==> src/rtl/goose_game_ctrl.sv <==
// Game sequencer for the goose-run display: button debounce, per-frame
// goose/bean collision latch, IDLE/RUN/HIT/OVER FSM, score and speed tracking.
module goose_game_ctrl #(
   parameter int unsigned DEBOUNCE_CYCLES  = 1000000,
   parameter int unsigned FRAMES_PER_POINT = 6,
   parameter int unsigned POINTS_PER_LEVEL = 50,
   parameter int unsigned MAX_SPEED        = 15,
   parameter int unsigned HIT_FRAMES       = 60,
   parameter int unsigned SCORE_MAX        = 9999
) (
   input  logic        clk,
   input  logic        reset,
   input  logic        btn_raw,
   input  logic        frame_tick,
   input  logic        video_on,
   input  logic        pix_goose,
   input  logic        pix_bean,
   output logic [1:0]  state,
   output logic        run_en,
   output logic        obstacle_restart,
   output logic        hit_flash,
   output logic [3:0]  scroll_speed,
   output logic [13:0] score,
   output logic [13:0] hi_score
);
   localparam int DB_W = $clog2(DEBOUNCE_CYCLES + 1);
   localparam int FC_W = $clog2(FRAMES_PER_POINT + 1);
   localparam int LC_W = $clog2(POINTS_PER_LEVEL + 1);
   localparam int HC_W = $clog2(HIT_FRAMES + 1);

   typedef enum logic [1:0] {IDLE = 2'd0, RUN = 2'd1, HIT = 2'd2, OVER = 2'd3} state_e;

   logic            sync1_q, sync2_q;
   logic [DB_W-1:0] db_cnt_q, db_cnt_d;
   logic            db_lvl_q, db_lvl_d;
   logic            press_q, press_d;

   state_e          state_q, state_d;
   logic            run_en_q, run_en_d;
   logic            restart_q, restart_d;
   logic            flash_q, flash_d;
   logic [3:0]      speed_q, speed_d;
   logic [13:0]     score_q, score_d;
   logic [13:0]     hi_q, hi_d;
   logic [FC_W-1:0] frame_cnt_q, frame_cnt_d;
   logic [LC_W-1:0] level_cnt_q, level_cnt_d;
   logic [HC_W-1:0] hit_cnt_q, hit_cnt_d;
   logic            hit_latch_q, hit_latch_d;
   logic            overlap;

   // Level flips only after DEBOUNCE_CYCLES straight cycles of disagreement.
   always_comb begin
      db_cnt_d = '0;
      db_lvl_d = db_lvl_q;
      press_d  = 1'b0;
      if (sync2_q != db_lvl_q) begin
         if (db_cnt_q == DB_W'(DEBOUNCE_CYCLES - 1)) begin
            db_lvl_d = sync2_q;
            press_d  = sync2_q;
         end else begin
            db_cnt_d = db_cnt_q + 1'b1;
         end
      end
   end

   always_comb begin
      state_d     = state_q;
      restart_d   = 1'b0;
      flash_d     = flash_q;
      speed_d     = speed_q;
      score_d     = score_q;
      hi_d        = hi_q;
      frame_cnt_d = frame_cnt_q;
      level_cnt_d = level_cnt_q;
      hit_cnt_d   = hit_cnt_q;
      overlap     = video_on & pix_goose & pix_bean & (state_q == RUN);
      // Old latch value is judged on frame_tick; overlap on that cycle seeds the next frame.
      hit_latch_d = frame_tick ? overlap : (hit_latch_q | overlap);
      case (state_q)
         IDLE, OVER: begin
            flash_d = 1'b0;
            if (press_q) begin
               state_d     = RUN;
               score_d     = '0;
               frame_cnt_d = '0;
               level_cnt_d = '0;
               speed_d     = 4'd1;
               restart_d   = 1'b1;
            end
         end
         RUN: begin
            if (frame_tick) begin
               if (hit_latch_q) begin
                  state_d   = HIT;
                  hit_cnt_d = '0;
               end else if (frame_cnt_q == FC_W'(FRAMES_PER_POINT - 1)) begin
                  frame_cnt_d = '0;
                  if (score_q != 14'(SCORE_MAX)) begin
                     score_d = score_q + 14'd1;
                     if (level_cnt_q == LC_W'(POINTS_PER_LEVEL - 1)) begin
                        level_cnt_d = '0;
                        if (speed_q != 4'(MAX_SPEED)) speed_d = speed_q + 4'd1;
                     end else begin
                        level_cnt_d = level_cnt_q + 1'b1;
                     end
                  end
               end else begin
                  frame_cnt_d = frame_cnt_q + 1'b1;
               end
            end
         end
         HIT: begin
            if (frame_tick) begin
               hit_cnt_d = hit_cnt_q + 1'b1;
               flash_d   = ~flash_q;
               if (hit_cnt_q == HC_W'(HIT_FRAMES - 1)) begin
                  state_d = OVER;
                  flash_d = 1'b0;
                  if (score_q > hi_q) hi_d = score_q;
               end
            end
         end
         default: state_d = IDLE;
      endcase
      run_en_d = (state_d == RUN);
   end

   always_ff @(posedge clk or negedge reset) begin
      if (!reset) begin
         sync1_q     <= 1'b0;
         sync2_q     <= 1'b0;
         db_cnt_q    <= '0;
         db_lvl_q    <= 1'b0;
         press_q     <= 1'b0;
         state_q     <= IDLE;
         run_en_q    <= 1'b0;
         restart_q   <= 1'b0;
         flash_q     <= 1'b0;
         speed_q     <= 4'd1;
         score_q     <= '0;
         hi_q        <= '0;
         frame_cnt_q <= '0;
         level_cnt_q <= '0;
         hit_cnt_q   <= '0;
         hit_latch_q <= 1'b0;
      end else begin
         sync1_q     <= btn_raw;
         sync2_q     <= sync1_q;
         db_cnt_q    <= db_cnt_d;
         db_lvl_q    <= db_lvl_d;
         press_q     <= press_d;
         state_q     <= state_d;
         run_en_q    <= run_en_d;
         restart_q   <= restart_d;
         flash_q     <= flash_d;
         speed_q     <= speed_d;
         score_q     <= score_d;
         hi_q        <= hi_d;
         frame_cnt_q <= frame_cnt_d;
         level_cnt_q <= level_cnt_d;
         hit_cnt_q   <= hit_cnt_d;
         hit_latch_q <= hit_latch_d;
      end
   end

   assign state            = state_q;
   assign run_en           = run_en_q;
   assign obstacle_restart = restart_q;
   assign hit_flash        = flash_q;
   assign scroll_speed     = speed_q;
   assign score            = score_q;
   assign hi_score         = hi_q;
endmodule
==> config.mk <==
export PLATFORM = sky130hd
export DESIGN_NAME = goose_game_ctrl
export DESIGN_NICKNAME = d
export VERILOG_FILES = /design/src/rtl/goose_game_ctrl.sv
export SDC_FILE = /design/constraint.sdc
export NUM_CORES = 1
export LEC_CHECK = 0
export ABC_AREA = 1
export CAP_MARGIN = 20
export CORE_MARGIN = 1
export CORE_UTILIZATION = 30
export DETAILED_ROUTE_END_ITERATION = 12
export GPL_ROUTABILITY_DRIVEN = 0
export PLACE_DENSITY = 0.59
export SYNTH_ARGS = -nofsm -noshare
export SYNTH_HDL_FRONTEND = slang
export SYNTH_SLANG_ARGS = --single-unit
==> constraint.sdc <==
create_clock -name clk -period 4.65 [get_ports clk]
set_clock_uncertainty 0.2 [all_clocks]
set_input_delay 0.6975 -clock clk [delete_from_list [all_inputs] [get_ports clk]]
set_output_delay 0.6975 -clock clk [all_outputs]
set_load 0.01 [all_outputs]
Word-level counts from Yosys, hierarchy flattened
Index checks and enable logic that the tools add are counted.
W data, S select, Z words.
Word-level totals
  flip-flop bits (word level): 77
  input port bits: 7
  output and inout port bits: 37
Cells by class
  add/subtract/negate cells: 6
  order comparisons: 1
  eq/ne operators: 20
  mux-type cells: 46
  bitwise gates (word level): 5
  reduce and logical (&&, ||, !) cells: 12
Operators by type and width (count)
  $mux W14: 5
  $mux W6: 9
  $mux W20: 2
  $mux W4: 7
  $pmux W14 S2: 1
  $pmux W6 S2: 2
  $add A20 B1 Y20 const B: 1
  $eq A20 B20 Y1 const B: 1
  $add A14 B1 Y14 const B: 1
  $gt A14 B14 Y1: 1
  $ne A14 B14 Y1 const B: 1
  $add A6 B1 Y6 const B: 2
  $eq A6 B6 Y1 const B: 2
  $mux W3: 4
  $reduce_and A4 Y1: 3
  $mux W2: 5
  $ne A2 B2 Y1 const B: 5
  $ne A2 B1 Y1 const B: 4
  $pmux W4 S2: 1
  $reduce_and A8 Y1: 1
  $mux W1: 7
  $pmux W2 S3: 1
  $pmux W3 S2: 1
  $reduce_and A6 Y1: 1
  other kinds (15): 22

Depth between registers and ports, before layout
Gate-level depths: netlist of the first run.
  depth after elaboration: 8
  gate-level depth with buffers: 13
  gate-level depth less buffers: 12

Worst setup path before layout of the first run
OpenSTA, ideal clock, no wires.
  path type: register to register
  from: reg state_q[0] (netlist: state[0])
  to: reg score_q[13] (netlist: score[13])
  library setup time: 0.118 ns
  data arrival time: 1.641 ns
  setup slack: 2.691 ns
  cell stages (with the launch flop): 12
  buffers on the path: 1
  period minus slack after synthesis: 1.959 ns
  cells stage by stage: dfrtp_1 -> inv_1 -> ha_1 -> nand2_1 -> nand2_1 -> nor2_1 -> nand2_1 -> nor2_4 -> inv_4 -> buf_6 -> nand2_1 -> o21ai_2
On the way
  longest elaborated chain between the ends: 4
  elaborated cells on any way between the ends: 12
  classes of those cells: eq/ne: 7; mux: 1; reduce/logical: 4
RTL lines
  from (decl): line 38  | state_e state_q, state_d;
  from (signal assigned): line 152  | state_q <= state_d;
  $eq A2 B2 Y1 or $logic_not A2 Y1 (tied branches): line 79  | case (state_q)
  $reduce_or A2 Y1: line 79
  $ne A2 B2 Y1 (no line) or $reduce_bool A2 Y1 (tied branches)
  $reduce_and A6 Y1 (no line)
  to (signal assigned): line 157  | score_q <= score_d;
  to (decl): line 43  | logic [13:0] score_q, score_d;
Several ways; a longest one is shown, not always the timed one.
A chain may end at the register's enable or synchronous reset.

Final worst setup path of the first run
  from: reg state_q[0] (netlist: state[0])
  to: reg score_q[2] (netlist: score[2])
The elaborated chain is that of the path after synthesis.

==> impl_metrics.ini, run 1 <==
[critical_path]
required_ns = 4.67
crit_type = flip-flop to flip-flop
path_max_fanout = 31
crit_arrival_ns = 2.61
critPathCaptureType = flip-flop
critPathLaunchType = flip-flop

[placement]
io_buffers = 43
pre_cts_slack_ns = 1.973
dpl-instance-area_mm2 = 0.005172
post-dp-hpwl_um = 7343

[logic_synthesis]
synth_area_mm2 = 0.004599
syn_avg_cell_area_um2 = 7.503
synth_top_family_by_area = simple AND/OR/NAND/NOR gates
synth-xor-area-share = 0.02856
synthSimpleGateAreaFrac = 0.3400
synthAdderAreaFrac = 0.05985
ys_types = 36
ys_ff_latch = 77
syn_nets = 642
synth_compound_area_frac = 0.06719
synth_cells = 613
yosysSeqAreaShare = 0.4192
synth_mux_area_frac = 0
ys_warn_count = 0

[floorplan]
die_w_um = 125.8
io_pins = 44
die_area_mm2 = 0.01583
initial_core_util = 0.3117
core_area_mm2 = 0.01475
rows = 44
die_h_um = 125.8

[pwr]
cellPowerDensity_mw_per_mm2 = 400.9
total_power_mw = 2.195
pwr-share-clk = 0.300
combPwrFrac = 0.316
swShare = 0.3713
internal_power_mw = 1.380
p_sw_mw = 0.8150
max-vdd-ir-drop_uv = 354.6
p_leak_nw = 2.423
p_seq_frac = 0.384

[timing]
worst_pin_slew_ns = 0.5839
max_freq_ghz = 0.3847
period_share = 0.5591
finalCriticalPeriod_ns = 2.600
rsz0062_at_grt = no
relSlewSlack = 0.6078
postLayoutSetupSlackWorst_ns = 2.050
whs_ns = 0.07657
hold_viol_final = 0
fin_tns_setup_ns = 0
setup_viol = 0
slew_viol_final = 0

[cts]
cts_setup_buffers = 0
hold_buffers = 0
cts_root_buf = clkbuf_16
cts.clk_slew.worst_paths_ns = 0.06
cts.sinks = 77
cts_tree = yes
cts_max_level = 3
cts_resized = 0
clockBufferDepth = 2
cts-buffers-inserted = 9
insertion_delay_ns = 0.34

[finish]
postLayoutCellArea_mm2 = 0.005475
fillers = 1555
synthToLayoutAreaGrowth_pct = 19.04
fin_nets = 687
drive_above_1_share = 0.06184
diodes = 0

[detailed_routing]
viasPerCell = 4.648
wl_per_cell_um = 12.11
ant_nets = 0
dr.pass1.iters = 4
drtIter0Drc = 161
totalWireLength_um = 10260
vias = 3937
drc_errors = 0

[grt]
grt_pass1_wl_um = 18170
grt_max_degree = 78
antenna_found_initial = 0
grt-ovfl-total = 0
grt_usage = 0.1428
grt_pass1_vias = 3791

[outcome]
status = finished, final reports clean

[min_path]
min_path_type = input pin to asynchronous set/reset pin

[flow_run]
cap_violations = 0
worst max-delay path: stages (launching register included):
cell	delay, ns
dfrtp_1	0.43
ha_1	0.41
buf_4	0.28
nand2_1	0.11
o21ai_1	0.07
nor2_1	0.11
nand2_1	0.09
nor2_4	0.32
inv_4	0.23
nand2_1	0.15
o21ai_2	0.06
final timing paths:
kind / slack (ns) / from / cells after the start / to
worst min register to register: 0.15 / sync1_q$_DFF_PN0_ / 0 / sync2_q$_DFF_PN0_
worst max register to register: 2.05 / state[0]$_DFF_PN0_ / 10 / score[2]$_DFFE_PN0P_
min in group clk: 0.15 / sync1_q$_DFF_PN0_ / 0 / sync2_q$_DFF_PN0_
worst min-delay path: 0.08 / reset / 1 / hi_score[4]$_DFFE_PN0P_
worst max-delay path: 2.05 / state[0]$_DFF_PN0_ / 10 / score[2]$_DFFE_PN0P_
max in group asynchronous: 3.58 / reset / 2 / score[8]$_DFFE_PN0P_
synth_stat cells (all sizes together):
cell / count / area share
nand2: 174 / 0.14
nor2: 85 / 0.073
inv: 79 / 0.065
dfrtp: 76 / 0.41
nand3: 60 / 0.066
o21ai: 30 / 0.042
ha: 22 / 0.060
nand4: 22 / 0.030
a21oi: 12 / 0.013
nor3: 12 / 0.016
xor2: 11 / 0.021
buf: 8 / 0.017
o21bai: 4 / 0.0065
xnor2: 4 / 0.0076
clkbuf: 3 / 0.0027
nand3b: 3 / 0.0049
or2: 2 / 0.0027
a31oi: 1 / 0.0014
dfstp: 1 / 0.0057
nor3b: 1 / 0.0027
o211ai: 1 / 0.0016
o22ai: 1 / 0.0014
o31ai: 1 / 0.0016
sequential cells by signal, indices dropped and copies added (netlist names):
name	flops
scroll_speed	4
run_en	1
press_q	1
score	14
db_cnt_q	20
sync2_q	1
hit_flash	1
sync1_q	1
hi_score	14
frame_cnt_q	3
hit_cnt_q	6
state	2
hit_latch_q	1
level_cnt_q	6
obstacle_restart	1
db_lvl_q	1
kinds of logic (layout without fill, tap and decap cells):
group	Yosys count	count (layout)
adders and majority gates	22	22
DFF	77	77
and+or+nand+nor	359	359
buffers and inverters	90	140
AOI/OAI and AO/OA	50	50
xor gates and xnor gates	15	15
layout make-up:
cell class	instances	area, µm²	area share
multi-input combinational	446	2280	0.4164
sequential	77	1928	0.3521
timing repair buffer	45	462.9	0.08455
inverter	79	299.0	0.05462
clock buffer	15	267.8	0.04890
tap	184	230.2	0.04205
clock inverter	1	7.507	0.001371
stage by stage:
stage / util / cells
after CTS: 0.3692 / 846
after detailed placement: 0.3506 / 830
final: 0.3711 / 847
after floorplan: - / 613
after global placement: 0.3506 / 830
after global routing: 0.3711 / 847
layer usage:
| layer | routed length [µm] | share of wire | track usage | vias to the layer above |
|---|---|---|---|---|
| li1 | - | - | - | 2064 |
| met1 | 5078 | 0.50 | 0.1861 | 1804 |
| met5 | 0 | 0 | 0 | - |
| met2 | 4673 | 0.46 | 0.2281 | 57 |
| met4 | 153 | 0.015 | 0.04890 | 0 |
| met3 | 353 | 0.034 | 0.03908 | 12 |
power by group through the flow:
| stage | Sequential, mW | Clock, mW | Combinational [mW] |
|---|---|---|---|
| floorplan | 0.854 | 0 | 0.528 |
| global placement | 0.855 | 0 | 0.688 |
| detailed placement | 0.855 | 0 | 0.694 |
| CTS | 0.844 | 0.686 | 0.699 |
| global route | 0.861 | 0.712 | 0.795 |
| finish | 0.843 | 0.659 | 0.693 |
cells in the final DEF (no fill, tap or decap), types with 2 or more instances in the layout:
| master | synthesis | routed |
|---|---|---|
| or2_2 | 2 | 2 |
| a21oi_1 | 12 | 12 |
| o21ai_2 | 11 | 11 |
| o21ai_1 | 3 | 3 |
| nand2_2 | 2 | 2 |
| clkbuf_1 | 2 | 4 |
| clkbuf_16 | 0 | 9 |
| nor3_1 | 11 | 11 |
| ha_1 | 22 | 22 |
| nand2_1 | 171 | 171 |
| o21ai_0 | 16 | 16 |
| inv_2 | 2 | 2 |
| clkdlybuf4s50_1 | 0 | 42 |
| nor2_4 | 2 | 2 |
| o21bai_1 | 4 | 4 |
| nor2_1 | 82 | 82 |
| nand3b_1 | 3 | 3 |
| dfrtp_1 | 76 | 76 |
| xor2_1 | 11 | 11 |
| clkbuf_8 | 0 | 2 |
| nand3_1 | 59 | 59 |
| xnor2_1 | 4 | 4 |
| buf_4 | 1 | 2 |
| nand4_1 | 22 | 22 |
| inv_1 | 76 | 76 |
Note: power is estimated with default switching activity, not from simulation.
==> run 2, diff against run 1 <==
--- a/config.mk
+++ b/config.mk
@@ -11,7 +11,7 @@
 export CORE_UTILIZATION = 30
 export DETAILED_ROUTE_END_ITERATION = 12
 export GPL_ROUTABILITY_DRIVEN = 0
-export PLACE_DENSITY = 0.59
+export PLACE_DENSITY = 0.61
 export SYNTH_ARGS = -nofsm -noshare
 export SYNTH_HDL_FRONTEND = slang
 export SYNTH_SLANG_ARGS = --single-unit
==> constraint.sdc (replaced) <==
create_clock -name clk -period 2.2 [get_ports clk]
set_clock_uncertainty 0.2 [all_clocks]
set_input_delay 0.33 -clock clk [delete_from_list [all_inputs] [get_ports clk]]
set_output_delay 0.33 -clock clk [all_outputs]
set_load 0.01 [all_outputs]
==> impl_metrics.ini, run 2 (synthesized netlist as in run 1, its figures left out) <==
[outcome]
status = finished, final reports clean

[timing]
worst_pin_slew_ns = 0.5287
relSlewSlack = 0.6448
whs_ns = 0.1536
max_freq_ghz = 0.4831
slew_viol_final = 0
setup_viol = 0
finalCriticalPeriod_ns = 2.070
period_share = 0.9409
hold_viol_final = 0

[detailed_routing]
totalWireLength_um = 10230
drtIter0Drc = 204
dr.pass1.iters = 4
ant_nets = 0
vias = 4072
drc_errors = 0
viasPerCell = 4.680
wl_per_cell_um = 11.76

[floorplan]
die_w_um = 125.8
rows = 44
die_h_um = 125.8
initial_core_util = 0.3117
die_area_mm2 = 0.01583
io_pins = 44
core_area_mm2 = 0.01475

[grt]
grt_usage = 0.1435
grt-ovfl-total = 0
grt_pass1_wl_um = 18220
antenna_found_initial = 0
grt_max_degree = 68
grt_pass1_vias = 3848

[finish]
fillers = 1500
largest_register_ffs = 20
largest_register = db_cnt_q
multi_input_area_mm2 = 0.002291
layout_common_cells = nand2_1, nor2_1, inv_1
diodes = 0
seq_area_mm2 = 0.001929
final_common_cell = nand2_1
synthToLayoutAreaGrowth_pct = 23.15
fin_nets = 710
drive_above_1_share = 0.1035

[placement]
io_buffers = 43
post-dp-hpwl_um = 7619

[critical_path]
crit_arrival_ns = 2.11
required_ns = 2.24
crit_type = flip-flop to flip-flop
path_max_fanout = 10
critPathLaunchType = flip-flop
critPathCaptureType = flip-flop

[min_path]
min_path_type = input pin to asynchronous set/reset pin

[cts]
clockBufferDepth = 2
cts_tree = yes
cts.sinks = 77
cts_root_buf = clkbuf_16
cts-buffers-inserted = 9
cts_setup_buffers = 0
insertion_delay_ns = 0.35
cts.clk_slew.worst_paths_ns = 0.06
cts_max_level = 3

[pwr]
max-vdd-ir-drop_uv = 387.2
p_leak_nw = 2.548
total_power_mw = 4.811
cellPowerDensity_mw_per_mm2 = 849.3

[flow_run]
cap_violations = 0
-- run 2: changes by cell type in the layout (fill, tap and decap cells not counted), moves of 2 or more --
cell,previous run,this run
buf_4,2,24
clkbuf_8,2,0
clkinv_4,0,2
clkbuf_1,4,0
inv_6,0,4
-- run 2: worst max-delay path: stages, from the launching register on --
cell,delay (ns)
dfrtp_1,0.37
inv_1,0.06
ha_1,0.29
nand2_1,0.06
nor2_1,0.17
nand3_1,0.14
nor2_1,0.23
nor2_4,0.09
buf_4,0.18
nand3_1,0.10
nand2_1,0.05
-- run 2: layer usage --
| layer | track usage | wire, µm | vias to the layer above |
|---|---|---|---|
| met5 | 0 | 0 | - |
| met4 | 0.05174 | 160 | 0 |
| met3 | 0.03738 | 466 | 13 |
| met2 | 0.2291 | 4655 | 81 |
| met1 | 0.1874 | 4950 | 1872 |
| li1 | - | - | 2106 |
-- run 2: cell type report --
class,count,area share
clock buffers,9,0.03976
clock inverters,7,0.009940
inverters,79,0.05324
multi-input cells,446,0.4045
flip-flops and latches,77,0.3406
well taps,184,0.04065
repair buffers,68,0.1113
-- run 2: worst paths after layout --
kind / cells after the start / endpoint / slack [ns] / from
min: 2 / hi_score[5]$_DFFE_PN0P_ / 0.15 / reset
max in group asynchronous: 3 / scroll_speed[0]$_DFFE_PN1P_ / 1.02 / reset
min in group clk: 0 / sync2_q$_DFF_PN0_ / 0.15 / sync1_q$_DFF_PN0_
max: 10 / hi_score[11]$_DFFE_PN0P_ / 0.13 / hi_score[13]$_DFFE_PN0P_
max reg2reg: 10 / hi_score[11]$_DFFE_PN0P_ / 0.13 / hi_score[13]$_DFFE_PN0P_
min reg2reg: 0 / sync2_q$_DFF_PN0_ / 0.15 / sync1_q$_DFF_PN0_
-- run 2: stage by stage --
step / TNS (ns) / area, µm² / setup WS (ns) / utilization / std cells
floorplan: 0 / 4599 / 0.2411 / - / 613
global placement: 0 / 5358 / 0.1337 / 0.3631 / 853
detailed placement: 0 / 5358 / 0.1251 / 0.3631 / 853
CTS: 0 / 5649 / 0.09930 / 0.3829 / 870
global route: -0.008486 / 5664 / -0.006077 / 0.3839 / 870
finish: 0 / 5664 / 0.1300 / 0.3839 / 870
-- run 2: power by group --
group | total, mW | switching, mW | internal [mW]
logic | 1.61 | 1.02 | 0.592
clock network | 1.42 | 0.642 | 0.777
registers | 1.78 | 0.171 | 1.61
-- run 2: what timing repair did --
| action | 4_1_cts | 5_1_grt |
|---|---|---|
| resized for setup | 0 | 5 |
| hold buffers | 1 | 0 |
| hold endpoints to repair | 76 | 0 |
| setup endpoints to repair | 0 | 28 |
==> run 3, diff against run 2 <==
--- a/config.mk
+++ b/config.mk
@@ -7,7 +7,7 @@
 export LEC_CHECK = 0
 export ABC_AREA = 1
 export CAP_MARGIN = 20
-export CORE_MARGIN = 1
+export CORE_MARGIN = 1.5
 export CORE_UTILIZATION = 30
 export DETAILED_ROUTE_END_ITERATION = 12
 export GPL_ROUTABILITY_DRIVEN = 0
==> impl_metrics.ini, run 3 (synthesized netlist as in run 1, its figures left out) <==
[cts]
insertion_delay_ns = 0.34
cts.clk_slew.worst_paths_ns = 0.05
cts-buffers-inserted = 9
cts.sinks = 77
cts_max_level = 3
cts_setup_buffers = 0
clockBufferDepth = 2
cts_tree = yes
cts_root_buf = clkbuf_16

[timing]
setup_viol = 0
worst_pin_slew_ns = 0.5768
max_freq_ghz = 0.4919
slew_viol_final = 0
hold_viol_final = 0
period_share = 0.9241
relSlewSlack = 0.6125
fin_tns_setup_ns = 0
rsz0062_at_grt = no
finalCriticalPeriod_ns = 2.033

[placement]
dpl-instance-area_mm2 = 0.005378
post-dp-hpwl_um = 7877
io_buffers = 43

[critical_path]
r2r_start = state[1]$_DFF_PN0_
crit_type = flip-flop to flip-flop
required_ns = 2.22
crit_arrival_ns = 2.05
critPathLaunchType = flip-flop
rrSetupSlack_ns = 0.17
reg2reg_to = hit_cnt_q[5]$_DFFE_PN0P_
path_max_fanout = 8
critPathCaptureType = flip-flop
rr_worst_depth = 10

[finish]
fin_nets = 712
seq_area_mm2 = 0.001929
layout_common_cells = nand2_1, nor2_1, inv_1
largest_register_ffs = 20
drive_above_1_share = 0.1017
synthToLayoutAreaGrowth_pct = 23.61
final_common_cell = nand2_1
fillers = 1561
postLayoutCellArea_mm2 = 0.005685
diodes = 0
multi_input_area_mm2 = 0.002300
largest_register = db_cnt_q

[detailed_routing]
ant_nets = 0
vias = 3990
wl_met3_um = 357
wl_met1_um = 5191
wl_per_cell_um = 12.06
totalWireLength_um = 10570
viasPerCell = 4.555
dr.pass1.iters = 4
drtIter0Drc = 198
drc_errors = 0
routed.top_layer = met4
wl_met2_um = 4920

[grt]
grt_max_degree = 36
antenna_found_initial = 0
grt_usage = 0.1421
grt-ovfl-total = 0
grt_pass1_vias = 3862
grt_pass1_wl_um = 18330

[floorplan]
rows = 45
die_area_mm2 = 0.01608
core_area_mm2 = 0.01509
die_h_um = 126.8
io_pins = 44
initial_core_util = 0.3048
die_w_um = 126.8

[min_path]
min_path_cells = 0
min_path_type = flip-flop to flip-flop
min-delay-start = sync1_q$_DFF_PN0_
min_to = sync2_q$_DFF_PN0_

[pwr]
p_leak_nw = 2.558
total_power_mw = 4.834
max-vdd-ir-drop_uv = 764.4
cellPowerDensity_mw_per_mm2 = 850.3

[outcome]
status = finished, final reports clean

[flow_run]
cap_violations = 0
[run 3: stage by stage]
stage | setup slack [ns] | hold WS [ns] | utilization | std cells
6_report | 0.1671 | 0.1531 | 0.3768 | 876
4_1_cts | 0.1323 | 0.1567 | 0.3752 | 876
5_1_grt | 0.01677 | 0.1686 | 0.3768 | 876
2_1_floorplan | 0.2411 | -0.1656 | - | 613
3_5_place_dp | 0.09529 | 0.08412 | 0.3564 | 859
3_3_place_gp | 0.1267 | 0.08177 | 0.3564 | 859
[run 3: layer usage]
layer / vias up / GRT usage
li1: 2115 / -
met1: 1816 / 0.1880
met2: 53 / 0.2247
met3: 6 / 0.03669
met4: 0 / 0.05080
met5: - / 0
[run 3: layout make-up]
cell class	count	share of cell area
inverter	79	0.05304
tap	188	0.04137
clock inverter	2	0.001761
clock buffer	14	0.04643
sequential	77	0.3393
multi-input combinational	446	0.4045
timing repair buffer	70	0.1136
[run 3: report_power, final]
| group | internal (mW) | switching, mW |
|---|---|---|
| clock | 0.823 | 0.578 |
| sequential | 1.61 | 0.184 |
| combinational | 0.616 | 1.03 |
| total | 3.05 | 1.79 |
[run 3: how the worst max path moves through the flow]
stage,start,to,slack [ns]
2_1_floorplan,state[0]$_DFF_PN0_,score[13]$_DFFE_PN0P_,0.24
3_5_place_dp,frame_tick,score[9]$_DFFE_PN0P_,0.1
3_3_place_gp,frame_tick,score[6]$_DFFE_PN0P_,0.13
4_1_cts,state[0]$_DFF_PN0_,score[5]$_DFFE_PN0P_,0.13
6_report,state[1]$_DFF_PN0_,hit_cnt_q[5]$_DFFE_PN0P_,0.17
5_1_grt,state[1]$_DFF_PN0_,score[0]$_DFFE_PN0P_,0.02
[run 3: critical path, stage by stage (launching register included)]
cell and delay [ns]:
dfrtp_1 0.43, inv_1 0.10, ha_2 0.27, buf_4 0.18, inv_1 0.08, a21oi_1 0.29, nor2_1 0.15, nand2_1 0.08
nand2_1 0.05, nand2_1 0.05, nor2_1 0.04
[run 3: repair_timing]
action,in CTS,in global routing
hold endpoints to repair,26,0
hold buffers,1,0
resized for setup,0,5
endpoints found under the setup margin,0,25
